**src/rtl/tenthirty_pkg.sv**
```systemverilog
// Shared definitions for the ten-and-a-half card engine: FSM state encoding
// and rank-to-half-point conversion.
package tenthirty_pkg;

  typedef enum logic [2:0] {
    S_IDLE    = 3'd0,
    S_DEAL_P  = 3'd1,
    S_DEAL_D  = 3'd2,
    S_HIT_P   = 3'd3,
    S_HIT_D   = 3'd4,
    S_COMPARE = 3'd5,
    S_DONE    = 3'd6
  } state_t;

  localparam int HP_W = 5;

  function automatic logic rank_ok(input logic [3:0] rank);
    return (rank >= 4'd1) && (rank <= 4'd13);
  endfunction

  // Number cards count their face value (doubled into half-points); J/Q/K count one half.
  function automatic logic [HP_W-1:0] rank_hp(input logic [3:0] rank);
    if (rank <= 4'd10) return {rank, 1'b0};
    else               return 5'd1;
  endfunction

endpackage

```
**src/rtl/tenthirty_hand.sv**
```systemverilog
// One hand of cards: running half-point total and card count with clear/add.
// Adds beyond MAX_CARDS are dropped so neither field can wrap.
module tenthirty_hand
  import tenthirty_pkg::*;
#(
  parameter int MAX_CARDS = 5,
  parameter int TW        = $clog2(MAX_CARDS*20+1),
  parameter int CW        = $clog2(MAX_CARDS+1)
) (
  input  logic            clk,
  input  logic            rst_n,
  input  logic            clr,
  input  logic            add,
  input  logic [HP_W-1:0] card_hp,
  output logic [TW-1:0]   total,
  output logic [CW-1:0]   cnt
);

  localparam logic [CW-1:0] MAX_C = CW'(MAX_CARDS);

  always_ff @(posedge clk or negedge rst_n) begin
    if (!rst_n) begin
      total <= '0;
      cnt   <= '0;
    end else if (clr) begin
      total <= '0;
      cnt   <= '0;
    end else if (add && (cnt < MAX_C)) begin
      total <= total + TW'(card_hp);
      cnt   <= cnt + 1'b1;
    end
  end

endmodule

```
**src/rtl/tenthirty_engine.sv**
```systemverilog
// Ten-and-a-half game engine: deals, hits, stands and scores player vs dealer.
// Optional macro TENTHIRTY_AUTO_DEALER_EN makes the dealer draw automatically below DEALER_STAND_H.
module tenthirty_engine
  import tenthirty_pkg::*;
#(
  parameter int MAX_CARDS      = 5,
  parameter int ROUNDS         = 4,
  parameter int LIMIT_H        = 21,
  parameter int DEALER_STAND_H = 14,
  localparam int TW            = $clog2(MAX_CARDS*20+1),
  localparam int CW            = $clog2(MAX_CARDS+1)
) (
  input  logic          clk,
  input  logic          rst_n,
  input  logic          btn_hit,
  input  logic          btn_stand,
  output logic          card_req,
  input  logic          card_valid,
  input  logic [3:0]    card_val,
  output logic [2:0]    state,
  output logic [TW-1:0] p_total,
  output logic [TW-1:0] d_total,
  output logic [CW-1:0] p_cnt,
  output logic [CW-1:0] d_cnt,
  output logic          win_p,
  output logic          win_d,
  output logic [3:0]    round_cnt,
  output logic          game_done
);

  if ((MAX_CARDS < 2) || (MAX_CARDS > 8)) begin : g_bad_max_cards
    $error("MAX_CARDS must be in 2..8");
  end
  if ((ROUNDS < 1) || (ROUNDS > 15)) begin : g_bad_rounds
    $error("ROUNDS must be in 1..15");
  end
  if ((DEALER_STAND_H < 1) || (DEALER_STAND_H > LIMIT_H)) begin : g_bad_stand
    $error("DEALER_STAND_H must be in 1..LIMIT_H");
  end

  localparam logic [TW-1:0] LIMIT_T  = TW'(LIMIT_H);
  localparam logic [CW-1:0] MAX_C    = CW'(MAX_CARDS);
  localparam logic [3:0]    ROUNDS_R = 4'(ROUNDS);
`ifdef TENTHIRTY_AUTO_DEALER_EN
  localparam logic [TW-1:0] STAND_T  = TW'(DEALER_STAND_H);
`endif

  state_t          st, st_nxt;
  logic            req_nxt, win_p_nxt, win_d_nxt, done_nxt;
  logic [3:0]      rnd_nxt;
  logic            clr_hands, add_p, add_d, go_cmp;
  logic            hit, stand, accept, p_wins;
  logic [HP_W-1:0] hp;

  // Buttons count only when pressed alone and no card is outstanding.
  assign hit    = btn_hit & ~btn_stand & ~card_req;
  assign stand  = btn_stand & ~btn_hit & ~card_req;
  assign accept = card_req & card_valid & rank_ok(card_val);
  assign hp     = rank_hp(card_val);
  assign p_wins = (p_total <= LIMIT_T) && ((d_total > LIMIT_T) || (p_total > d_total));
  assign state  = st;

  tenthirty_hand #(.MAX_CARDS(MAX_CARDS), .TW(TW), .CW(CW)) u_player (
    .clk     (clk),
    .rst_n   (rst_n),
    .clr     (clr_hands),
    .add     (add_p),
    .card_hp (hp),
    .total   (p_total),
    .cnt     (p_cnt)
  );

  tenthirty_hand #(.MAX_CARDS(MAX_CARDS), .TW(TW), .CW(CW)) u_dealer (
    .clk     (clk),
    .rst_n   (rst_n),
    .clr     (clr_hands),
    .add     (add_d),
    .card_hp (hp),
    .total   (d_total),
    .cnt     (d_cnt)
  );

  always_ff @(posedge clk or negedge rst_n) begin
    if (!rst_n) begin
      st        <= S_IDLE;
      card_req  <= 1'b0;
      win_p     <= 1'b0;
      win_d     <= 1'b0;
      round_cnt <= 4'd0;
      game_done <= 1'b0;
    end else begin
      st        <= st_nxt;
      card_req  <= req_nxt;
      win_p     <= win_p_nxt;
      win_d     <= win_d_nxt;
      round_cnt <= rnd_nxt;
      game_done <= done_nxt;
    end
  end

  always_comb begin
    st_nxt    = st;
    req_nxt   = card_req;
    win_p_nxt = win_p;
    win_d_nxt = win_d;
    rnd_nxt   = round_cnt;
    done_nxt  = game_done;
    clr_hands = 1'b0;
    add_p     = 1'b0;
    add_d     = 1'b0;
    go_cmp    = 1'b0;

    unique case (st)
      S_IDLE: begin
        if (hit) begin
          clr_hands = 1'b1;
          win_p_nxt = 1'b0;
          win_d_nxt = 1'b0;
          if (round_cnt != 4'hF) rnd_nxt = round_cnt + 4'd1;
          st_nxt    = S_DEAL_P;
        end
      end
      S_DEAL_P: begin
        if (!card_req) begin
          req_nxt = 1'b1;
        end else if (accept) begin
          add_p   = 1'b1;
          req_nxt = 1'b0;
          st_nxt  = S_DEAL_D;
        end
      end
      S_DEAL_D: begin
        if (!card_req) begin
          req_nxt = 1'b1;
        end else if (accept) begin
          add_d   = 1'b1;
          req_nxt = 1'b0;
          st_nxt  = S_HIT_P;
        end
      end
      S_HIT_P: begin
        // Automatic exits are judged on settled totals, one cycle after the last card.
        if (card_req) begin
          if (accept) begin
            add_p   = 1'b1;
            req_nxt = 1'b0;
          end
        end else if (p_total > LIMIT_T) begin
          go_cmp = 1'b1;
        end else if ((p_total == LIMIT_T) || (p_cnt == MAX_C)) begin
          st_nxt = S_HIT_D;
        end else if (hit) begin
          req_nxt = 1'b1;
        end else if (stand) begin
          st_nxt = S_HIT_D;
        end
      end
      S_HIT_D: begin
        if (card_req) begin
          if (accept) begin
            add_d   = 1'b1;
            req_nxt = 1'b0;
          end
        end else if ((d_total >= LIMIT_T) || (d_cnt == MAX_C)) begin
          go_cmp = 1'b1;
`ifdef TENTHIRTY_AUTO_DEALER_EN
        end else if (d_total < STAND_T) begin
          req_nxt = 1'b1;
        end else begin
          go_cmp = 1'b1;
        end
`else
        end else if (hit) begin
          req_nxt = 1'b1;
        end else if (stand) begin
          go_cmp = 1'b1;
        end
`endif
      end
      S_COMPARE: begin
        if (stand) begin
          if (round_cnt < ROUNDS_R) begin
            st_nxt = S_IDLE;
          end else begin
            st_nxt   = S_DONE;
            done_nxt = 1'b1;
          end
        end
      end
      S_DONE: begin
        done_nxt = 1'b1;
      end
      default: begin
        st_nxt  = S_IDLE;
        req_nxt = 1'b0;
      end
    endcase

    // Result is latched on the way into COMPARE; ties fall to the dealer.
    if (go_cmp) begin
      st_nxt    = S_COMPARE;
      win_p_nxt = p_wins;
      win_d_nxt = ~p_wins;
    end
  end

endmodule
```
**config.mk**
```make
export PLATFORM = sky130hd
export DESIGN_NAME = tenthirty_engine
export DESIGN_NICKNAME = d
export VERILOG_FILES = /design/src/rtl/tenthirty_pkg.sv /design/src/rtl/tenthirty_hand.sv /design/src/rtl/tenthirty_engine.sv
export SDC_FILE = /design/constraint.sdc
export NUM_CORES = 1
export LEC_CHECK = 0
export ABC_AREA = 1
export CORE_MARGIN = 2
export CORE_UTILIZATION = 53
export DETAILED_ROUTE_END_ITERATION = 8
export GPL_TIMING_DRIVEN = 0
export PLACE_DENSITY = 0.76
export SYNTH_ARGS = -nofsm -noshare
export SYNTH_HDL_FRONTEND = slang
export SYNTH_SLANG_ARGS = --single-unit
```
**constraint.sdc**
```tcl
create_clock -name clk -period 2.31 [get_ports clk]
set_clock_uncertainty 0.1 [all_clocks]
set_input_delay 0.3465 -clock clk [delete_from_list [all_inputs] [get_ports clk]]
set_output_delay 0.3465 -clock clk [all_outputs]
set_load 0.02 [all_outputs]
```
==> results of run 1 <==
[cells by family after synthesis]
kind of cell    after synthesis  synth area share
mux                           1           0.00486
flops                        31             0.335
compound gates               50             0.129
simple gates                150             0.294
buf+inv                      43            0.0708
xor+xnor                      8            0.0303
fa+ha+maj                    24             0.136
[cells in the mapped netlist, types with 3 or more instances]
| master | count |
|---|---|
| nor3_2 | 3 |
| a21oi_1 | 18 |
| dfrtp_1 | 31 |
| o21a_1 | 3 |
| o22ai_1 | 4 |
| ha_1 | 22 |
| nand2_1 | 74 |
| o21ai_0 | 16 |
| nand3_1 | 28 |
| xnor2_1 | 6 |
| nor2_1 | 28 |
| inv_1 | 40 |
| nand4_1 | 8 |
[flip-flops by register name (all words and copies together), names as in the netlist, 3 cells and up]
signal / cells
u_dealer.total: 7
u_player.total: 7
round_cnt: 4
state: 3
u_dealer.cnt: 3
u_player.cnt: 3
[metal layers]
layer	GRT usage	part of all wire	vias up
met1	0.331	0.46	1011
met2	0.374	0.48	59
met4	0.0919	0.020	0
li1	-	-	1117
met3	0.0375	0.042	10
met5	0	0	-
[stage by stage]
| step | TNS (ns) | hold WS (ns) |
|---|---|---|
| final | 0 | 0.00955 |
| after global routing | -0.0123 | 0.0688 |
| after CTS | 0 | 0.0324 |
| after detailed placement | -3.54 | 0.342 |
| after global placement | -3.16 | 0.351 |
| after floorplan | 0 | -0.0491 |
[worst max-delay path, delay by kind of cell]
family / cells / cell delay [ns]
AND/OR/NAND/NOR: 7 / 0.55
AO/OA/AOI/OAI: 2 / 0.30
buffers and inverters: 3 / 0.70
adder cells (fa/ha/maj): 1 / 0.37
[cells in the final DEF (no fill, tap or decap), types with 8 or more instances in the layout]
cell | netlist | routed
a21oi_1 | 18 | 16
clkdlybuf4s50_1 | 0 | 37
dfrtp_1 | 31 | 31
ha_1 | 22 | 15
inv_1 | 40 | 39
nand2_1 | 74 | 73
nand3_1 | 28 | 28
nand4_1 | 8 | 8
nor2_1 | 28 | 24
o21ai_0 | 16 | 15
[worst max-delay path by stage]
stage	cells past startpoint	to	from	slack (ns)
2_1_floorplan	10	u_player.total[6]	card_val[2]	0.30
3_3_place_gp	11	u_player.total[6]	card_val[1]	-0.44
3_5_place_dp	11	u_player.total[6]	card_val[2]	-0.47
4_1_cts	11	u_player.total[6]	card_val[1]	0.04
5_1_grt	13	u_player.total[6]	card_val[0]	-0.007
6_report	13	u_dealer.total[5]	card_val[0]	0.10
[final cells by class]
| cell class | instances | area [µm²] | area share |
|---|---|---|---|
| inverter | 43 | 164 | 0.0545 |
| multi-input combinational | 233 | 1490 | 0.496 |
| clock buffer | 6 | 72.6 | 0.0241 |
| clock inverter | 1 | 30.0 | 0.00998 |
| sequential | 31 | 776 | 0.258 |
| timing repair buffer | 42 | 410 | 0.136 |
| tap | 52 | 65.1 | 0.0216 |
[report_power, final]
group | internal [mW] | switching (mW) | leakage [nW]
registers | 0.543 | 0 | 0.365
logic | 0.0557 | 0.0709 | 1.03
clock network | 0.316 | 0.202 | 0.0513
[timing repair]
action / 4_1_cts / 5_1_grt
setup buffers: 0 / 3
pin swaps: 0 / 4
endpoints found under the hold margin: 0 / 0
setup endpoints to repair: 7 / 4
gates resized for setup: 2 / 20
==> metrics.txt, run 1 <==
routed via count 2197; Bufs on Longest Clock Path 2; largest net degree at the start of global routing 32; crit path DAT 2.27 ns; Synth Instances 307; die footprint 4910 µm²; Max Freq 0.453 GHz; residual DRC count 0; CP Data Required Time 2.38 ns; Final WS setup 0.101 ns; Max Cap Viol 0; Async SR Flop Fraction 1.00; CP max FO 4; Area contributors post-synth dfrtp_1, nand2_1, ha_1, inv_1, nand3_1; Mapped Nets 340; CP cell instances clkdlybuf4s50_1 -> nand2_1 -> a21oi_4 -> buf_4 -> nor2_2 -> ha_1 -> nand2_1 -> inv_1 -> nand4_1 -> o211ai_1 -> nand3_1 -> nand2_1 -> nor2_1; Placed Cells 398; RR Startpoint u_dealer.total[2]; fillers 375; CP most frequent cell nand2_1; IO Count 40; design area 3010 µm²; Pre-antenna DRT Iters 4; routed vias/inst 5.38; Seq cells post-synth 31; Initial Util 0.539; TritonCTS Buffers 5; initial drt markers 166; final hold vios 0; reg2reg setup slack 0.49 ns; share of post-route cells with drive strength above 1 0.124; Crit. End Element flop; slowest stage delay, CP 0.50 ns; GR Util All Layers 0.238; clock sinks 31; Setup Slack @ Placement -0.468 ns; Hold WC Path Type in2async; FF-to-FF path depth 11; RR Endpoint win_d; total gr overflow 0; placed cell area 2770 µm²; CTS tree done; final core area utilization 0.701; first-pass GRT wire length 9360 µm; sequential fraction of the synthesis area 0.335; Wirelength per Cell 13.9 µm; library cells used by synthesis 32; final std cells w/o fill 408; GPL Wtd Cong 0.858; antenna-violating nets left 0; area leader, netlist dfrtp_1; WS Path Type in2reg; initial antenna violation count 0; Period Utilization, post-route 0.956; Rel. slew slack 0.529; top cell type's share of synthesized area 0.335; Skew-Pair Late Insertion Delay 0.28 ns; # hold bufs at CTS 0; Top FF cell, synth dfrtp_1; PwrDens 394 nW/µm²; Tot Pwr 1.19 mW; Syn. warnings 0; LEAKAGE 1.45 nW; Post-synth EDFFs 0; crit start category input port; Die X 70.1 µm; DPL Wire Length 4040 µm; Die Height 70.1 µm; core box area 4290 µm²; crit path max-delay cell type clkdlybuf4s50_1; H-tree Lvls 2; Area Overhead vs Synth 29.9%; root buf cell clkbuf_8; Max Slew Vio Count 0; setup violators final 0; post-synthesis cell area 2320 µm²; Cell Rows 24; worst vdd ir 0.252 mV; vias in the first global route 1976; Post-Route WL 5670 µm; Synth Area per Inst 7.54 µm²; final net count 389; Reg clk slew, reported paths 0.07 ns; Port Buffers 39; outcome complete, no violations; shortest period the worst path allows 2.21 ns; worst-margin pin slew 0.706 ns; ant diodes 0
Power figures use the tool's default switching activity.
==> run 2: changes to the inputs <==
- CTS_CLUSTER_SIZE: unset -> 20
==> results of run 2 <==
No change in the layout: final DEF, timing and power equal those of run 1.
==> edit, RTL diff (settings of run 1) <==
Build with the macro `TENTHIRTY_AUTO_DEALER_EN` defined.
--- a/src/rtl/tenthirty_engine.sv
+++ b/src/rtl/tenthirty_engine.sv
@@ -2,2 +2,4 @@
 // Optional macro TENTHIRTY_AUTO_DEALER_EN makes the dealer draw automatically below DEALER_STAND_H.
+`define TENTHIRTY_AUTO_DEALER_EN
+
 module tenthirty_engine
Behaviour: not the same (a bounded check fails within 10 cycles, from zero or initial values and one cycle with rst_n low).
==> edit against run 1 <==
- the flow now finishes with violations (negative hold slack)
- combinational power down 7%
- synthesized cell count down 2.3%
- cell area down 0.33%
- final cell count down 0.74%
- setup slack worse by 0.040 ns
- total power up 4.4%
- die area down 1.8%
- register-to-register slack worse by 0.15 ns
- area after synthesis down 1.9%
- sequential cell count unchanged
- routed wire length up 1.2%
==> edit: results (changes against run 1) <==
[setup_path]
setup.worst_path.start=card_val[0]
slowest_delay_ns=0.51
crit_family=buffers and inverters
cp.arrival_ns=2.34  ; +0.07 ns
r2r_cells=6  ; -5
crit_end=u_player.total[3]
timing.rr.end=u_player.total[1]
r2r-start=card_req
rrSetupSlack_ns=0.34  ; -0.15 ns

[grt]
antenna_found_initial=0  ; unchanged
grt_pass1_wl_mm=9.52  ; +1.7%
use_met1_pct=33.6  ; +0.49 points
grt_pass1_vias=2025  ; +2.5%
grt_max_degree=32  ; unchanged
grt_use_met3_pct=5.09  ; +1.3 points
grt.total_usage_pct=24.4  ; +0.61 points
grtUsageMet2_pct=38.6  ; +1.2 points

[cts]
clockRootBuffer=clkbuf_8
worstSkewPairLatency_ns=0.30  ; +0.02 ns
cts_made_buffers=5  ; unchanged
path_clk_slew_ns=0.07  ; about the same
ctsHtreeMaxLevel=2  ; unchanged

[routing]
drt-total-wl_mm=5.73  ; +1.2%
vias_per_cell=5.49  ; +2.0%
detail_route.iter0.violations=150  ; -9.6%
drt_pass1_iterations=5  ; +1

[logic_synthesis]
synth_mux_area_share_pct=0.496  ; +0.0096 points
synth_cell_types=30  ; -6.3%
post_synth.cell_area_avg_sq_um=7.57  ; +0.34%
synthAdderAreaFrac_pct=13.9  ; +0.27 points
synth_compound_area_share_pct=12.2  ; -0.68 points
yosys-top-cells-area=dfrtp_1, nand2_1, ha_1, nor2_1, inv_1
syn_nets=333  ; -2.1%
async_flop_share_pct=100  ; unchanged
synth-seq-area-share_pct=34.2  ; +0.66 points
synth_commonest_cells=nand2_1, nor2_1, dfrtp_1
synth-xor-area-share_pct=3.09  ; +0.060 points

[placement]
dp_slack_ns=-0.585  ; -0.117 ns
postPlaceCellArea_sq_mm=0.00272  ; -1.7%
place.gp.congestion=0.920  ; +7.2%
hpwl_mm=4.09  ; +1.3%
io_buffer_count=39  ; unchanged

[layout]
top_regs=u_dealer.total: 7 flops, u_player.total: 7 flops, round_cnt: 4 flops
stdcell_count=405  ; -0.74%
layout.nets=387  ; -0.51%
final_layout_size_suffix_gt1_share_pct=12.7  ; +0.32 points

[timing]
worst_slack_ns=0.0618  ; -0.0396 ns
finalHoldViolations=3  ; +3
worstMarginPinSlew_ns=0.728  ; +0.0224 ns
timing.hold.ws_ns=-0.000174  ; -0.00972 ns

[power]
switching_power_uw=295  ; +8.1%
power_frac_clock_pct=46.7  ; +3.1 points
max-vdd-ir-drop_uv=315  ; +25%
seq_cell_power_uw=543  ; about the same
leakagePower_uw=0.00149  ; +3.3%
switching_share_pct=23.8  ; +0.81 points

[floorplanning]
rows=23  ; -4.2%

[run_status]
status=finished, violations left
failed_checks=negative hold slack

==> edit: cells by family after synthesis <==
family	Yosys count
mux	1
compound gates	48
flops	31
buf+inv	34
xor+xnor	8
fa+ha+maj	24
simple gates	154
==> edit: final cells by class <==
type	count	area (sq um)
Multi-Input combinational cell	235	1470
Fill cell	313	1060
Sequential cell	31	776
Timing Repair Buffer	47	450
Inverter	34	128
Clock buffer	6	82.6
Tap cell	50	62.6
Clock inverter	2	35.0
==> edit: metal layers <==
metal	routed length (microns)	vias up
li1	-	1109
met1	2700	1033
met2	2570	69
met3	332	13
met4	130	0
met5	0	-
==> edit: what timing repair did <==
item	CTS	global route
setup buffers	4	4
endpoints found under the hold margin	0	0
pin swaps	4	5
cloned	0	0
gates resized for setup	4	16
setup endpoints to repair	8	7
